==> config.mk <==
export PLATFORM = sky130hd
export DESIGN_NAME = rfg_register_bank
export DESIGN_NICKNAME = d
export VERILOG_FILES = /design/src/rtl/rfg_bank_pkg.sv /design/src/rtl/rfg_bank_sync_fifo.sv /design/src/rtl/rfg_register_bank.sv
export SDC_FILE = /design/constraint.sdc
export NUM_CORES = 1
export LEC_CHECK = 0
export BUFFER_PORTS_ARGS = -buffer_cell sky130_fd_sc_hd__buf_2
export CAP_MARGIN = 20
export CORE_UTILIZATION = 57
export DETAILED_ROUTE_END_ITERATION = 8
export PLACE_DENSITY_LB_ADDON = 0.25
export SLEW_MARGIN = 5
export SYNTH_ARGS = -nofsm -noshare
export SYNTH_HDL_FRONTEND = slang
export SYNTH_HIERARCHICAL = 1
export SYNTH_SLANG_ARGS = --single-unit
==> constraint.sdc <==
create_clock -name aclk -period 4.7 [get_ports aclk]
set_clock_uncertainty 0.2 [all_clocks]
set_input_delay 0.94 -clock aclk [delete_from_list [all_inputs] [get_ports aclk]]
set_output_delay 0.94 -clock aclk [all_outputs]
set_load 0.1 [all_outputs]
==> src/rtl/rfg_bank_pkg.sv <==
// rfg_bank_pkg: shared status layout and default address map for the RFG register bank
package rfg_bank_pkg;
  localparam logic [7:0] DEF_FIFO_ADDR = 8'h40;
  localparam logic [7:0] DEF_STATUS_ADDR = 8'h41;
  typedef struct packed {
    logic underflow;
    logic full;
    logic empty;
    logic [4:0] level;
  } status_t;
endpackage

==> src/rtl/rfg_bank_sync_fifo.sv <==
// rfg_bank_sync_fifo: byte FIFO with registered data_out/full/empty/level; pop on empty yields 8'h00
module rfg_bank_sync_fifo #(
  parameter int AW = 4
) (
  input  logic          aclk,
  input  logic          areset,
  input  logic          push,
  input  logic          pop,
  input  logic [7:0]    data_in,
  output logic [7:0]    data_out,
  output logic          full,
  output logic          empty,
  output logic [AW:0]   level
);
  localparam logic [AW:0] DEPTH = {1'b1, {AW{1'b0}}};
  logic [7:0] mem [2**AW];
  logic [AW-1:0] wp, rp;
  logic [AW:0] lvl_n;
  logic do_push, do_pop;
  assign do_push = push && !full;
  assign do_pop = pop && !empty;
  assign lvl_n = level + (AW+1)'(do_push) - (AW+1)'(do_pop);
  always_ff @(posedge aclk)
    if (do_push) mem[wp] <= data_in;
  always_ff @(posedge aclk)
    if (areset) begin
      wp <= '0;
      rp <= '0;
      level <= '0;
      full <= 1'b0;
      empty <= 1'b1;
      data_out <= 8'h00;
    end else begin
      wp <= do_push ? wp + 1'b1 : wp;
      rp <= do_pop ? rp + 1'b1 : rp;
      level <= lvl_n;
      full <= lvl_n == DEPTH;
      empty <= lvl_n == '0;
      data_out <= do_pop ? mem[rp] : 8'h00;
    end
endmodule

==> src/rtl/rfg_register_bank.sv <==
// rfg_register_bank: RFG config registers, readout FIFO window and FIFO status register.
// Define RFG_BANK_ERRCNT_EN to add a saturating unmapped-access counter at STATUS_ADDR+1.
module rfg_register_bank
  import rfg_bank_pkg::*;
#(
  parameter int         NUM_REGS    = 16,
  parameter logic [7:0] REG_RESET   = 8'h00,
  parameter int         FIFO_AWIDTH = 4,
  parameter logic [7:0] FIFO_ADDR   = DEF_FIFO_ADDR,
  parameter logic [7:0] STATUS_ADDR = DEF_STATUS_ADDR
) (
  input  logic                  aclk,
  input  logic                  areset,
  input  logic [7:0]            rfg_address,
  input  logic [7:0]            rfg_write_value,
  input  logic                  rfg_write,
  input  logic                  rfg_write_last,
  input  logic                  rfg_read,
  output logic                  rfg_read_valid,
  output logic [7:0]            rfg_read_value,
  input  logic [7:0]            s_axis_tdata,
  input  logic                  s_axis_tvalid,
  output logic                  s_axis_tready,
  output logic [NUM_REGS*8-1:0] regs_out,
  output logic [NUM_REGS-1:0]   reg_write_pulse,
  output logic                  burst_done
);
  localparam int IW = NUM_REGS > 1 ? $clog2(NUM_REGS) : 1;
  localparam logic [7:0] NR = 8'(NUM_REGS);
  logic [NUM_REGS-1:0][7:0] regs;
  logic [7:0] rd_val, rd_mux, fifo_dout, err_val;
  logic fifo_full, fifo_empty, underflow, is_reg, is_fifo, is_status, is_err;
  logic [FIFO_AWIDTH:0] fifo_level;
  logic [IW-1:0] ri;
  status_t st;
  assign ri = rfg_address[IW-1:0];
  assign is_reg = rfg_address < NR;
  assign is_fifo = rfg_address == FIFO_ADDR;
  assign is_status = rfg_address == STATUS_ADDR;
  assign st = '{underflow: underflow, full: fifo_full, empty: fifo_empty, level: 5'(fifo_level)};
  assign rd_mux = is_reg ? regs[ri] : is_status ? 8'(st) : is_err ? err_val : 8'h00;
  assign s_axis_tready = !fifo_full && !areset;
  assign regs_out = regs;
  // FIFO data is already zero unless a pop happened, so OR-ing merges the two read sources
  assign rfg_read_value = rd_val | fifo_dout;
  rfg_bank_sync_fifo #(.AW(FIFO_AWIDTH)) u_fifo (
    .aclk     (aclk),
    .areset   (areset),
    .push     (s_axis_tvalid && s_axis_tready),
    .pop      (rfg_read && is_fifo),
    .data_in  (s_axis_tdata),
    .data_out (fifo_dout),
    .full     (fifo_full),
    .empty    (fifo_empty),
    .level    (fifo_level)
  );
  always_ff @(posedge aclk)
    if (areset) begin
      regs <= {NUM_REGS{REG_RESET}};
      reg_write_pulse <= '0;
      burst_done <= 1'b0;
      underflow <= 1'b0;
      rfg_read_valid <= 1'b0;
      rd_val <= 8'h00;
    end else begin
      reg_write_pulse <= '0;
      if (rfg_write && is_reg) begin
        regs[ri] <= rfg_write_value;
        reg_write_pulse[ri] <= 1'b1;
      end
      burst_done <= rfg_write && rfg_write_last;
      underflow <= (rfg_read && is_fifo && fifo_empty) ||
                   (underflow && !(rfg_write && is_status && rfg_write_value[7]));
      rfg_read_valid <= rfg_read;
      rd_val <= rfg_read ? rd_mux : 8'h00;
    end
`ifdef RFG_BANK_ERRCNT_EN
  logic unmapped;
  logic [8:0] err_sum;
  assign is_err = rfg_address == STATUS_ADDR + 8'd1;
  assign unmapped = !(is_reg || is_fifo || is_status || is_err);
  assign err_sum = {1'b0, err_val} + 9'(rfg_read && unmapped) + 9'(rfg_write && unmapped);
  always_ff @(posedge aclk)
    if (areset) err_val <= 8'h00;
    else if (rfg_write && is_err) err_val <= 8'h00;
    else err_val <= err_sum[8] ? 8'hFF : err_sum[7:0];
`else
  assign is_err = 1'b0;
  assign err_val = 8'h00;
`endif
endmodule

Word-level counts from Yosys, hierarchy flattened
Memories as Yosys holds them, arrays and structs flattened. A register that Yosys moved wholly into a read port is not among the register bits.
Cells that the tools add are included.
Operators by class
  add/sub/neg operators: 4
  magnitude comparators: 3
  equal/unequal tests: 3
  mux-type cells: 11
  bitwise logic cells: 4
  reduce and logical (&&, ||, !) cells: 21
Operator list (number)
  bitwise mux 128 bit: 1
  binary-select mux 8 bit (select 4 bit): 1
  demux 8 bit (select 4 bit): 1
  2-to-1 mux 8 bit: 4
  equality test 8 x 7 -> 1 bit, second input constant: 2
  logical AND 1 bit: 12
  adder 4 x 1 -> 4 bit, second input constant: 2
  less-than comparator 8 x 5 -> 1 bit, second input constant: 1
  OR 8 bit: 1
  OR reduction 2 bit: 3
  adder 5 x 1 -> 5 bit: 1
  equality test 5 bit, second input constant: 1
  zero test 5 bit: 1
  less-than comparator 4 x 5 -> 1 bit, second input constant: 1
  subtractor 5 x 1 -> 5 bit: 1
  demux 1 bit (select 4 bit): 1
  greater-or-equal comparator 4 x 1 -> 1 bit, second input constant: 1
  zero test 1 bit: 4
  2-to-1 mux 1 bit: 3
  NOT 1 bit: 3
  logical OR 1 bit: 1
Word-level totals
  register bits after elaboration: 170
  RAM bits: 128
  input bits: 30
  output and inout port bits: 155
  word-level logic and storage cells: 73
  memories: 1
Memory list
  u_fifo.mem: depth 16, width 8, rd ports 1, clocked after memory_dff 1, wr ports 1, line rfg_bank_sync_fifo.sv:16  | logic [7:0] mem [2**AW];

Longest topological paths before layout
Gate-level depths: netlist of the first run.
  depth in word-level cells: 7
  depth in mapped cells: 14
  depth with buffers taken out: 13

Hierarchy
The synthesis of the first run kept the hierarchy.
By module, submodules not included
  rfg_register_bank: instances 1, cells each 707, area an instance 6716.4 um^2, sequential area each 3103.0 um^2
  rfg_bank_sync_fifo: instances 1, cells each 315, area an instance 5913.2 um^2, sequential area each 4304.1 um^2

Worst setup path before layout of the first run
OpenSTA, ideal clock, no wires.
  kind: input to register
  start point: input port areset
  end point: register u_fifo.empty
  setup time: 116 ps
  arrival: 4537 ps
  data required time: 4384 ps
  path slack: -153 ps
  stages: 13
  path buffers: 2
  cells stage by stage: clkbuf_1 -> nor2_1 -> and2_1 -> nor2b_1 -> clkbuf_1 -> nand2b_1 -> nand2_1 -> ha_1 -> inv_1 -> fa_1 -> nor4b_1 -> mux2_2 -> o211a_1
On the way
  cells in the longest elaborated chain, start to end: 7
RTL lines
  from (decl): line rfg_register_bank.sv:13  | input logic areset,
  zero test 1 bit: line rfg_register_bank.sv:42  | assign s_axis_tready = !fifo_full && !areset;
  logical AND 1 bit: line rfg_register_bank.sv:42
  named net s_axis_tready: line rfg_register_bank.sv:23  | output logic s_axis_tready,
  logical AND 1 bit: line rfg_register_bank.sv:49  | .push (s_axis_tvalid && s_axis_tready),
  logical AND 1 bit: line rfg_bank_sync_fifo.sv:20  | assign do_push = push && !full;
  adder 5 x 1 -> 5 bit: line rfg_bank_sync_fifo.sv:22  | assign lvl_n = level + (AW+1)'(do_push) - (AW+1)'(do_pop);
  subtractor 5 x 1 -> 5 bit: line rfg_bank_sync_fifo.sv:22
  zero test 5 bit: line rfg_bank_sync_fifo.sv:38  | empty <= lvl_n == '0;
  to (signal assigned): line rfg_bank_sync_fifo.sv:31  | empty <= 1'b1;
  to (signal assigned): line rfg_bank_sync_fifo.sv:38
  to (decl): line rfg_bank_sync_fifo.sv:12  | output logic empty,
The timed path passes the listed nets, and every way through them passes these cells.
A chain may end at the register's enable or synchronous reset.

Worst setup path after layout of the first run
  start point: input port rfg_address[7]
  end point: register u_fifo.empty
On the way
  cells in the longest elaborated chain, start to end: 5
RTL lines
  from (decl): line rfg_register_bank.sv:14  | input logic [7:0] rfg_address,
  equality test 8 x 7 -> 1 bit: line rfg_register_bank.sv:38  | assign is_fifo = rfg_address == FIFO_ADDR;
  logical AND 1 bit: line rfg_register_bank.sv:50  | .pop (rfg_read && is_fifo),
  logical AND 1 bit: line rfg_bank_sync_fifo.sv:21  | assign do_pop = pop && !empty;
  subtractor 5 x 1 -> 5 bit: line rfg_bank_sync_fifo.sv:22
  zero test 5 bit: line rfg_bank_sync_fifo.sv:38
No other way between the ends.

==> results of run 1 <==
## how the worst max path moves through the flow
| stage | start | endpoint | slack, ns | cells after the start |
|---|---|---|---|---|
| finish | rfg_address[7] | u_fifo/empty | 1.17 | 15 |
| CTS | rfg_address[7] | u_fifo/empty | 1.21 | 15 |
| floorplan | areset | u_fifo/empty | 0.34 | 13 |
| detailed placement | rfg_address[7] | u_fifo/empty | 0.65 | 15 |
| global placement | rfg_address[7] | u_fifo/empty | 0.73 | 15 |
| global route | rfg_address[7] | u_fifo/full | 0.98 | 15 |
## cell usage in the layout (no fill, tap or decap), types with 8 or more instances in the layout
cell type,count
sky130_fd_sc_hd__buf_2,183
sky130_fd_sc_hd__dfxtp_1,177
sky130_fd_sc_hd__edfxtp_1,128
sky130_fd_sc_hd__nor2_1,111
sky130_fd_sc_hd__mux2i_1,101
sky130_fd_sc_hd__nand2_1,89
sky130_fd_sc_hd__a21oi_1,68
sky130_fd_sc_hd__nand3_1,50
sky130_fd_sc_hd__mux4_2,43
sky130_fd_sc_hd__clkbuf_16,31
sky130_fd_sc_hd__a22oi_1,25
sky130_fd_sc_hd__buf_4,17
sky130_fd_sc_hd__a211oi_1,14
sky130_fd_sc_hd__nand4_1,10
sky130_fd_sc_hd__inv_1,10
sky130_fd_sc_hd__mux4_1,9
sky130_fd_sc_hd__ha_1,9
sky130_fd_sc_hd__or2_2,8
sky130_fd_sc_hd__nor2b_1,8
sky130_fd_sc_hd__nor4_1,8
## layer usage
| layer | share of wire | global-route usage | vias to the layer above |
|---|---|---|---|
| met5 | 0 | 0 | - |
| met4 | 0.049 | 0.139 | 0 |
| met1 | 0.38 | 0.363 | 4337 |
| li1 | - | - | 4040 |
| met3 | 0.074 | 0.0389 | 99 |
| met2 | 0.50 | 0.480 | 431 |
## critical path, stage by stage
cell and delay, ns:
sky130_fd_sc_hd__buf_2 0.12, sky130_fd_sc_hd__nor3_1 0.36, sky130_fd_sc_hd__and3_1 0.24, sky130_fd_sc_hd__and3_1 0.20
sky130_fd_sc_hd__nor2b_1 0.16, sky130_fd_sc_hd__buf_4 0.16, sky130_fd_sc_hd__nand2b_1 0.09, sky130_fd_sc_hd__nand2_1 0.08
sky130_fd_sc_hd__ha_1 0.18, sky130_fd_sc_hd__inv_1 0.06, sky130_fd_sc_hd__fa_1 0.40, sky130_fd_sc_hd__xnor2_1 0.23
sky130_fd_sc_hd__nor4b_1 0.08, sky130_fd_sc_hd__mux2_2 0.28, sky130_fd_sc_hd__o211a_1 0.20
## cell families after synthesis
logic type | count (synthesis) | share of synthesized area
xor+xnor | 9 | 0.00624
fa+ha+maj | 10 | 0.0105
simple gates | 332 | 0.128
mux | 154 | 0.176
compound gates | 120 | 0.0572
buf+inv | 91 | 0.0352
flops | 306 | 0.586
## stage by stage
stage / hold slack [ns] / setup WS, ns / std cells / utilization / cell area [um2]
2_1_floorplan: 0.276 / 0.343 / 1022 / - / 12600
3_3_place_gp: 0.251 / 0.730 / 1421 / 0.626 / 13600
3_5_place_dp: 0.257 / 0.651 / 1421 / 0.626 / 13600
4_1_cts: 0.270 / 1.21 / 1477 / 0.676 / 14700
5_1_grt: 0.291 / 0.980 / 1478 / 0.677 / 14700
6_report: 0.270 / 1.17 / 1478 / 0.677 / 14700
## layout make-up
class | count | area share
Tap cell | 280 | 0.0238
Timing Repair Buffer | 200 | 0.0709
Multi-Input combinational cell | 625 | 0.325
Sequential cell | 306 | 0.503
Clock buffer | 41 | 0.0580
Inverter | 10 | 0.00255
Clock inverter | 15 | 0.0160
Antenna cell | 1 | 0.000170
## power breakdown
part | internal, mW | total (mW) | switching, mW
Sequential | 2.81 | 2.85 | 0.0379
Clock | 1.55 | 2.56 | 1.01
Combinational | 0.132 | 0.389 | 0.257
## registers in the layout, summed over array words and instances (netlist names)
register	count
u_fifo/wp	4
regs_out	128
u_fifo/empty	1
underflow	1
u_fifo/full	1
u_fifo/mem	128
rd_val	8
rfg_read_valid	1
reg_write_pulse	16
burst_done	1
u_fifo/rp	4
u_fifo/level	5
u_fifo/data_out	8
==> run summary, run 1 <==
The area of the die came out at 22800 um2. Entering global routing, the biggest net connects 97 pins. The post-synthesis cell type with the largest combined area is sky130_fd_sc_hd__edfxtp_1. The distinct cell type count after synthesis came out at 53. For this run, the leading register cell type out of synthesis is sky130_fd_sc_hd__dfxtp_1. The flow ran to the end, and the final reports show no timing, DRC or antenna violations. Detailed placement finished with a half-perimeter wire length of 22200 um. The synthesized netlist occupies a cell area of 12600 um2. Of the synthesized area, sequential elements account for 0.586.

The startpoint identified for the worst register-to-register timing path is u_fifo/full. The average wire per cell in the routed design came out at 22.0 um. The number of global-route vias before repair came out at 8431. The number of design rule violations left after detail routing came out at 0. The number of antenna violations at the first check in global routing came out at 1. Port buffering added 184 buffers. The number of nets in the final layout is 1213. The number of violations of the max-capacitance limit is 0. The number of gates resized after CTS came out at 0. The min-delay analysis places its worst path in the category reg -> reg.

The floorplan has 54 rows. The final count of hold timing violations came out at 0. The synthesized design contains 128 enable-type register cells.

Clock latency on the worst-skew pair, taken at its later pin, is 0.57 ns. The final number of setup-violating endpoints came out at 0. The total congestion overflow after global routing came out at 0. Routability-driven placement finished with a final weighted congestion of 0.877.

The detail route stage leaves a number of antenna-violating nets equal to 0. By area the synthesized netlist is led by sky130_fd_sc_hd__edfxtp_1 30%, sky130_fd_sc_hd__dfxtp_1 28%, sky130_fd_sc_hd__mux2i_1 8.0%, sky130_fd_sc_hd__mux4_2 7.7%, sky130_fd_sc_hd__nor2_1 3.3%. The average instance area after synthesis came out at 12.4 um2. The layout cell share with drive strength beyond 1 came out at 0.265.

The minimum setup slack among reg-to-reg paths is 1.44 ns. Setup repair after global routing left no endpoint under its margin. The most common cell in the synthesized netlist is sky130_fd_sc_hd__dfxtp_1.

The number of placed I/O pins came out at 185. TritonCTS built the clock tree. The clock sink count is 306. The die height came out at 151 um. The maximum fanout count along the critical path is 7. The first global-routing pass estimated 48500 um of wire. Power comes to 5.80 mW. The area growth from synthesis to layout came out at 16.5%. The effective utilization at floorplan is 0.581. The count of cells along the worst register-to-register path is 12. In the synthesized netlist, the number of instances is 1022.

The share of the clock period used by the worst path after layout is 0.751. The total area inside the core boundary comes to 21800 um2. Data on the critical path is required at its endpoint by 4.97 ns. The endpoint of the worst hold path is regs_out[113]. The detailed-routing iteration count for the pre-antenna-repair pass is 6. In this run the most critical hold path is launched from regs_out[113]. The net count after synthesis is 1062.

The clock transition time at the flip-flop clock pins of the worst setup and hold paths is 0.06 ns. The warning count from the yosys run is 6. The total track usage came out at 0.285.

The worst setup path is launched from an input port. The post-CTS repair timing setup buffer count came out at 0. The power per cell area is 394 nW/um2. The worst register-to-register path ends at u_fifo/full. The worst setup path is captured at a register.

Across the VDD grid, the largest voltage drop is 323 uV. The root cell of the clock tree is sky130_fd_sc_hd__clkbuf_16. The worst setup path is of the in -> reg kind. The hold-critical path depth is 2.

Across all layers, the routed design uses 8907 vias. The final count of pins violating max slew came to 0. After detailed routing, the number of vias per cell comes to 6.03. The count of H-tree levels built during CTS came out at 1. The number of design-rule violations left by the first detailed-router iteration is 725.

The post-layout minimum cycle time is 3.53 ns. The maximum clock frequency came out at 283 MHz. For the final routed database, the setup TNS stands at 0 ns. The hold buffer count at cts is 0. The leakage power summed over all cells is 5.74 nW. The fraction of synthesis flops using an asynchronous set or reset pin came out at 0.

The filler cells instantiated in the layout total 1620. After synthesis, the most frequently instantiated cells are 178 x sky130_fd_sc_hd__dfxtp_1, 128 x sky130_fd_sc_hd__edfxtp_1, 112 x sky130_fd_sc_hd__nor2_1, 101 x sky130_fd_sc_hd__mux2i_1, 89 x sky130_fd_sc_hd__nand2_1. The sum of routed wire length over all layers came out at 32600 um. The sequential standard cell area came out at 7410 um2. The measured slew at the worst slew-check pin is 1.04 ns.

The multi-input combinational cell area is 4790 um2. The area share of the largest cell type after synthesis came out at 0.304. The die boundary width is 151 um. The number of register bits inferred by synthesis came out at 306. The arrival time at the worst endpoint came out at 3.79 ns. Counting the buffers created by CTS gives 30. In this run the tightest slew margin relative to its limit is 0.302. The maximum number of buffers from clock root to sink came out at 3.
Power figures use the tool's default switching activity.
==> inputs of run 2 (changes only) <==
--- a/config.mk
+++ b/config.mk
@@ -7,7 +7,7 @@
 export LEC_CHECK = 0
 export BUFFER_PORTS_ARGS = -buffer_cell sky130_fd_sc_hd__buf_2
 export CAP_MARGIN = 20
-export CORE_UTILIZATION = 57
+export CORE_UTILIZATION = 51
 export DETAILED_ROUTE_END_ITERATION = 8
 export PLACE_DENSITY_LB_ADDON = 0.25
 export SLEW_MARGIN = 5
==> constraint.sdc (replaced) <==
create_clock -name aclk -period 3.1 [get_ports aclk]
set_clock_uncertainty 0.2 [all_clocks]
set_input_delay 0.62 -clock aclk [delete_from_list [all_inputs] [get_ports aclk]]
set_output_delay 0.62 -clock aclk [all_outputs]
set_load 0.1 [all_outputs]
==> run summary, run 2 (synthesized netlist as in run 1, its figures left out) <==
The worst min-delay path class is in -> reg (was reg -> reg). The area of the die is 25400 um2 (was 22800 um2). The TritonCTS clock tree is yes (unchanged). The average wire per cell in the routed design is 20.5 um (was 22.0 um). The multi-input combinational cell area came out at 4840 um2 (was 4790 um2). The die height came out at 159 um (was 151 um).

The endpoint kind of the worst setup timing path was a register (unchanged). The maximum fanout count along the critical path is 3 (was 7). RSZ-0062 raised after global routing: false (unchanged). The detailed-routing iteration count for the pre-antenna-repair pass is 5 (was 6). The number of nets in the final layout came to 1260 (was 1213). The number of violations of the max-capacitance limit came out at 0 (unchanged). The number of buffers added on ports came to 184 (unchanged). The number of global-route vias before repair is 8501 (was 8431). The later-pin clock latency in the skew report was 0.51 ns (was 0.57 ns). Static timing analysis puts the maximum clock frequency at 352 MHz. The final number of setup-violating endpoints is 0 (unchanged). The number of antenna violations at the first check in global routing was 1 (unchanged). The total power draw came out at 8.78 mW (was 5.80 mW). The leading cell type in the layout, fill and taps excluded was sky130_fd_sc_hd__buf_2 (unchanged).

The number of placement rows came out at 57 (was 54). The total congestion overflow after global routing came out at 0 (unchanged). The required time of the critical path was 3.33 ns (was 4.97 ns). Commonest non-fill, non-tap cells in the layout: 183 x sky130_fd_sc_hd__buf_2, 177 x sky130_fd_sc_hd__dfxtp_1, 128 x sky130_fd_sc_hd__edfxtp_1 (unchanged). The arrival time at the worst endpoint is 3.07 ns (was 3.79 ns). The sequential standard cell area is 7410 um2 (unchanged). The worst ir drop on vdd is 400 uV (was 323 uV). The clock sink count is 306 (unchanged).

The number of filler instances in the final layout is 1891 (was 1620). The TritonCTS buffer count is 34 (was 30). The post-layout minimum cycle time is 2.84 ns. The clock transition time at the flip-flop clock pins of the worst setup and hold paths is 0.06 ns (about the same).

The sum of net half-perimeters after detailed placement was 22400 um (was 22200 um). The die boundary width came out at 159 um (was 151 um). The root cell of the clock tree is sky130_fd_sc_hd__clkbuf_16 (unchanged).

The global-route wire length before repair came out at 49800 um (was 48500 um). Run status: completed (unchanged). The critical path startpoint category was an input port (unchanged). Of the available clock period, the critical path in the final layout requires 0.916.

The normalized max-slew margin is 0.275 (was 0.302). The number of design rule violations left after detail routing is 0 (unchanged). The final count of hold timing violations is 0 (unchanged).

The final count of pins violating max slew is 0 (unchanged). The placer congestion estimate came out at 0.848 (was 0.877). The area growth from synthesis to layout is 19.9% (was 16.5%). The pin count of the biggest net entering global routing is 103 (was 97). The total vias in the final route came out at 8846 (was 8907). The area inside the core boundary was 24300 um2 (was 21800 um2). The count of H-tree levels built during CTS came out at 2 (was 1). The final total negative setup slack was 0 ns (unchanged). The measured slew at the worst slew-check pin came to 1.09 ns (was 1.04 ns). The average vias per placed instance came out at 5.64 (was 6.03).

The critical setup path kind was in -> reg (unchanged). The total track usage was 0.253 (was 0.285). The maximum number of buffers from clock root to sink came out at 3 (unchanged). The leakage power summed over all cells came to 5.98 nW (was 5.74 nW). The power per cell area is 580 nW/um2 (was 394 nW/um2).

The number of antenna-violating nets in the routed design is 0 (unchanged). The sum of routed wire length over all layers came out at 32100 um (was 32600 um). The number of design-rule violations left by the first detailed-router iteration is 796 (was 725). The effective utilization at floorplan came to 0.519 (was 0.581). The utilization of the core after routing was 0.623 (was 0.677). The layout cell share with drive strength beyond 1 came out at 0.295 (was 0.265). The number of placed I/O pins is 185 (unchanged).
[run 2: changes by cell type in the layout (fill, tap and decap cells not counted), moves of 2 or more]
cell,delta
sky130_fd_sc_hd__clkbuf_8,-2
sky130_fd_sc_hd__clkinv_1,+5
sky130_fd_sc_hd__buf_12,+2
sky130_fd_sc_hd__clkbuf_16,+4
sky130_fd_sc_hd__bufinv_16,-4
sky130_fd_sc_hd__inv_6,+2
sky130_fd_sc_hd__clkinvlp_4,-3
sky130_fd_sc_hd__buf_4,+41
[run 2: path summary, 6_finish.rpt]
| path | start | end | slack [ns] | cells after the start |
|---|---|---|---|---|
| max | rfg_address[7] | u_fifo/full | 0.26 | 13 |
| min | rfg_write_last | burst_done | 0.14 | 2 |
| max reg2reg | u_fifo/full | u_fifo/full | 0.31 | 11 |
| min reg2reg | regs_out[31] | regs_out[31] | 0.27 | 2 |
[run 2: per-layer routing]
layer / up-vias / GRT usage / wire length (um)
met4: 0 / 0.0795 / 838
met5: - / 0 / 0
li1: 4137 / - / -
met3: 57 / 0.0344 / 1740
met2: 305 / 0.424 / 16000
met1: 4347 / 0.343 / 13600
[run 2: area by class of cell]
cell class | count | share of cell area
clock inverters | 16 | 0.00835
clock buffers | 43 | 0.0612
well taps | 324 | 0.0268
diodes | 2 | 0.000331
inverters | 10 | 0.00248
multi-input cells | 625 | 0.320
repair buffers | 243 | 0.0919
flip-flops and latches | 306 | 0.489
[run 2: metrics by stage]
stage,instance area (um2),std cells,setup WS (ns),hold WS [ns]
global placement,14100,1508,-0.200,0.249
floorplan,12700,1022,-0.411,0.286
global route,15100,1568,0.0559,0.135
CTS,15100,1567,0.211,0.136
finish,15100,1569,0.262,0.143
detailed placement,14100,1508,-0.246,0.257
[run 2: critical path: stages]
cell and delay [ns]:
sky130_fd_sc_hd__buf_2 0.11, sky130_fd_sc_hd__nor3_1 0.21, sky130_fd_sc_hd__and3_1 0.20, sky130_fd_sc_hd__and3_1 0.18, sky130_fd_sc_hd__nor2b_2 0.21, sky130_fd_sc_hd__nand2b_4 0.06
sky130_fd_sc_hd__nand2_1 0.06, sky130_fd_sc_hd__ha_2 0.18, sky130_fd_sc_hd__inv_2 0.04, sky130_fd_sc_hd__fa_2 0.55, sky130_fd_sc_hd__nor4bb_2 0.29, sky130_fd_sc_hd__mux2_4 0.19
sky130_fd_sc_hd__a21boi_0 0.18
[run 2: timing repair]
action,in CTS,in global routing
hold buffers,0,0
gates resized for setup,0,1
setup buffers,0,0
setup endpoints to repair,0,1
[run 2: where the power goes]
| group | switching [mW] | leakage, nW | internal [mW] |
|---|---|---|---|
| clock | 1.57 | 0.518 | 2.21 |
| sequential | 0.0552 | 2.59 | 4.27 |
| combinational | 0.411 | 2.88 | 0.260 |
| total | 2.04 | 5.98 | 6.74 |
==> inputs of run 3 (changes only) <==
--- a/config.mk
+++ b/config.mk
@@ -5,9 +5,10 @@
 export SDC_FILE = /design/constraint.sdc
 export NUM_CORES = 1
 export LEC_CHECK = 0
+export ABC_AREA = 1
 export BUFFER_PORTS_ARGS = -buffer_cell sky130_fd_sc_hd__buf_2
 export CAP_MARGIN = 20
-export CORE_UTILIZATION = 51
+export CORE_UTILIZATION = 52
 export DETAILED_ROUTE_END_ITERATION = 8
 export PLACE_DENSITY_LB_ADDON = 0.25
 export SLEW_MARGIN = 5
==> run summary, run 3 <==
Run status: completed (unchanged). The total congestion overflow after global routing is 0 (unchanged). The multi-input combinational cell area came to 5210 um2 (was 4840 um2). The distinct cell type count after synthesis is 33 (was 53). The predominant post-synthesis flop cell was sky130_fd_sc_hd__dfxtp_1 (unchanged). The endpoint kind of the worst setup timing path is a register (unchanged). Top cells by count, synth: 620 x sky130_fd_sc_hd__nand2_1, 237 x sky130_fd_sc_hd__nand3_1, 178 x sky130_fd_sc_hd__dfxtp_1, 147 x sky130_fd_sc_hd__a21oi_1, 128 x sky130_fd_sc_hd__edfxtp_1 (was 178 x sky130_fd_sc_hd__dfxtp_1, 128 x sky130_fd_sc_hd__edfxtp_1, 112 x sky130_fd_sc_hd__nor2_1, 101 x sky130_fd_sc_hd__mux2i_1, 89 x sky130_fd_sc_hd__nand2_1). The number of register bits inferred by synthesis was 306 (unchanged).

The netlist area before placement came out at 13500 um2 (was 12600 um2). The instance area after placement is 14700 um2 (was 14100 um2). The sequential fraction of design power is 0.487 (was 0.492).

The hold buffer count at cts is 0 (unchanged). The number of global-route vias before repair came out at 10900 (was 8501). The net count after synthesis came out at 1712 (was 1062).

The critical path startpoint category was an input port (unchanged). The post-CTS repair timing setup buffer count came to 0 (unchanged). The required time of the critical path was 3.31 ns (was 3.33 ns). The power spent charging and discharging nets came out at 2.12 mW (was 2.04 mW).

The switching portion of total power was 0.240 (was 0.232). The area inside the core boundary came to 25300 um2 (was 24300 um2). The number of antenna-violating nets in the routed design was 0 (unchanged). The detailed-routing iteration count for the pre-antenna-repair pass came out at 5 (unchanged). The critical setup path kind was in -> reg (unchanged). The most frequent cell after synthesis is sky130_fd_sc_hd__nand2_1 (was sky130_fd_sc_hd__dfxtp_1).

The average instance area after synthesis came out at 8.07 um2 (was 12.4 um2). The utilization of the core after routing came out at 0.625 (was 0.623). The combinational fraction of design power is 0.069 (was 0.076). The post-synthesis cell type with the largest combined area was sky130_fd_sc_hd__edfxtp_1 (unchanged). The die height is 163 um (was 159 um). The register area share after synthesis is 0.549 (was 0.586). The multiplexer share of the synthesized area is 0 (was 0.176). The number of instances in the synthesized netlist was 1672 (was 1022).

The layout cell share with drive strength beyond 1 came out at 0.176 (was 0.295). The number of design rule violations left after detail routing was 0 (unchanged). The area of the die came out at 26600 um2 (was 25400 um2). The number of buffers added on ports came out at 184 (unchanged). The die boundary width came to 163 um (was 159 um).

The number of filler instances in the final layout came out at 2156 (was 1891). The final total negative setup slack is 0 ns (unchanged). The count of antenna diodes in the layout came out at 0 (was 2). The internal cell power was 6.72 mW (was 6.74 mW).

The number of placed I/O pins came out at 185 (unchanged). The final critical-path setup slack is 0.486 ns (was 0.262 ns). The number of design-rule violations left by the first detailed-router iteration was 1589 (was 796).

The effective utilization at floorplan was 0.533 (was 0.519). The area share of the largest cell type after synthesis is 0.285 (was 0.304). The sequential standard cell area came out at 7410 um2 (unchanged). The area fraction in and, or, nand and nor cells after synthesis is 0.312 (was 0.128). Leading post-synthesis cells by cell area: sky130_fd_sc_hd__edfxtp_1 28%, sky130_fd_sc_hd__dfxtp_1 26%, sky130_fd_sc_hd__nand2_1 17%, sky130_fd_sc_hd__nand3_1 8.8%, sky130_fd_sc_hd__a21oi_1 5.5% (was sky130_fd_sc_hd__edfxtp_1 30%, sky130_fd_sc_hd__dfxtp_1 28%, sky130_fd_sc_hd__mux2i_1 8.0%, sky130_fd_sc_hd__mux4_2 7.7%, sky130_fd_sc_hd__nor2_1 3.3%). The pre-CTS worst setup slack is -0.0204 ns (was -0.246 ns). The leading cell type in the layout, fill and taps excluded is sky130_fd_sc_hd__nand2_1 (was sky130_fd_sc_hd__buf_2). The power per cell area is 559 nW/um2 (was 580 nW/um2). The normalized max-slew margin is 0.421 (was 0.275).

The number of gates resized after CTS is 0 (unchanged). The sum of net half-perimeters after detailed placement is 26000 um (was 22400 um). The global-route wire length before repair came to 61300 um (was 49800 um). The worst min-delay path class is in -> reg (unchanged).

The xor and xnor fraction of the mapped netlist area came out at 0.00195 (was 0.00624). The total track usage came out at 0.300 (was 0.253). The post-route cell area is 15800 um2 (was 15100 um2).

The pin count of the biggest net entering global routing was 150 (was 103). The number of nets in the final layout came out at 1881 (was 1260). The sum of routed wire length over all layers came out at 40100 um (was 32100 um).

The maximum clock frequency came out at 383 MHz (was 352 MHz). The clock transition time at the flip-flop clock pins of the worst setup and hold paths is 0.06 ns (about the same). The share of power burned in the clock network came out at 0.444 (was 0.431). The count of flip-flops with a built-in enable after synthesis is 128 (unchanged). The number of violations of the max-capacitance limit came out at 0 (unchanged). The leakage power summed over all cells came out at 6.82 nW (was 5.98 nW).

The warning count from the yosys run is 6 (unchanged). The TritonCTS buffer count is 35 (was 34). The clock sink count is 306 (unchanged). The area growth from synthesis to layout came out at 17.3% (was 19.9%). The later-pin clock latency in the skew report came out at 0.51 ns (about the same). The maximum fanout count along the critical path is 4 (was 3). The arrival time at the worst endpoint is 2.82 ns (was 3.07 ns).

The average vias per placed instance came out at 5.55 (was 5.64). The count of H-tree levels built during CTS came out at 2 (unchanged). The worst ir drop on vdd is 477 uV (was 400 uV).

The final count of hold timing violations came out at 0 (unchanged). The post-layout minimum cycle time came out at 2.61 ns (was 2.84 ns). The placer congestion estimate came out at 0.926 (was 0.848).

RSZ-0062 raised after global routing: false (unchanged). The fraction of synthesis flops using an asynchronous set or reset pin is 0 (unchanged). Commonest non-fill, non-tap cells in the layout: 620 x sky130_fd_sc_hd__nand2_1, 237 x sky130_fd_sc_hd__nand3_1, 183 x sky130_fd_sc_hd__buf_2 (was 183 x sky130_fd_sc_hd__buf_2, 177 x sky130_fd_sc_hd__dfxtp_1, 128 x sky130_fd_sc_hd__edfxtp_1). The arithmetic-cell share of the synthesized area counting full adders, half adders and majority gates is 0.00983 (was 0.0105). The final number of setup-violating endpoints is 0 (unchanged). The maximum number of buffers from clock root to sink came to 3 (unchanged).

The total vias in the final route came to 12200 (was 8846). The share of the synthesized area in compound gates (AO/OA/AOI/OAI) came out at 0.0617 (was 0.0572). The measured slew at the worst slew-check pin is 0.869 ns (was 1.09 ns). The TritonCTS clock tree was yes (unchanged). The share of the clock period used by the worst path after layout came out at 0.843 (was 0.916). The number of placement rows is 58 (was 57).

The number of antenna violations at the first check in global routing came to 0 (was 1). The root cell of the clock tree was sky130_fd_sc_hd__clkbuf_16 (unchanged). The dominant combinational cell family by area after synthesis is simple AND/OR/NAND/NOR gates (was multiplexers). The final count of pins violating max slew came out at 0 (unchanged). The average wire per cell in the routed design is 18.3 um (was 20.5 um).
run 3: changes by cell type after synthesis, sizes merged, moves of 41 or more:
cell	before	now
nand2	89	631
nand3	50	239
inv	10	111
mux2i	101	0
a21oi	68	147
mux4	52	0
nor2	115	74
run 3: kinds of logic after synthesis:
kind of cell	count (synthesis)
xor+xnor	3
fa+ha+maj	10
flops	306
buf+inv	208
simple gates	979
compound gates	166
run 3: metal layers:
metal | GRT usage | vias up | wire length (um)
met3 | 0.0668 | 71 | 4770
met1 | 0.441 | 5597 | 17100
met5 | 0 | - | 0
met2 | 0.443 | 723 | 17400
met4 | 0.0820 | 0 | 900
li1 | - | 5799 | -
run 3: worst max-delay path, stage by stage:
cell and delay, ns:
sky130_fd_sc_hd__buf_2 0.12, sky130_fd_sc_hd__nor2_1 0.09, sky130_fd_sc_hd__buf_4 0.16, sky130_fd_sc_hd__nand4_1 0.09
sky130_fd_sc_hd__nor3_1 0.13, sky130_fd_sc_hd__inv_1 0.07, sky130_fd_sc_hd__nor2_2 0.09, sky130_fd_sc_hd__inv_1 0.07
sky130_fd_sc_hd__nor2_2 0.10, sky130_fd_sc_hd__inv_1 0.06, sky130_fd_sc_hd__nand2_1 0.06, sky130_fd_sc_hd__ha_1 0.15
sky130_fd_sc_hd__inv_1 0.05, sky130_fd_sc_hd__fa_1 0.38, sky130_fd_sc_hd__nand3b_1 0.20, sky130_fd_sc_hd__a21o_1 0.21
sky130_fd_sc_hd__nand3_1 0.09, sky130_fd_sc_hd__nor2_1 0.06
run 3: area by class of cell:
| type | instances | area share |
|---|---|---|
| Sequential cell | 306 | 0.468 |
| Multi-Input combinational cell | 1158 | 0.329 |
| Timing Repair Buffer | 228 | 0.0816 |
| Clock buffer | 48 | 0.0590 |
| Inverter | 112 | 0.0267 |
| Tap cell | 330 | 0.0261 |
| Clock inverter | 15 | 0.00933 |
run 3: path summary, 6_finish.rpt:
path	to	start	cells past startpoint	slack (ns)
max	u_fifo/full	rfg_address[2]	18	0.49
min	burst_done	rfg_write_last	3	0.13
max reg2reg	u_fifo/full	u_fifo/full	12	0.64
min reg2reg	underflow	underflow	2	0.27
run 3: through the flow:
| step | cells | hold slack [ns] | total power [mW] |
|---|---|---|---|
| 6_report | 2197 | 0.126 | 8.84 |
| 2_1_floorplan | 1672 | 0.240 | 4.79 |
| 3_5_place_dp | 2134 | 0.266 | 4.99 |
| 3_3_place_gp | 2134 | 0.253 | 4.98 |
| 5_1_grt | 2197 | 0.124 | 9.11 |
| 4_1_cts | 2197 | 0.123 | 8.85 |
run 3: power groups by stage:
stage	clock network [mW]	registers, mW	logic [mW]
floorplan	0	4.41	0.388
global placement	0	4.39	0.590
detailed placement	0	4.39	0.599
CTS	3.94	4.31	0.602
global route	4.14	4.31	0.665
finish	3.92	4.31	0.614
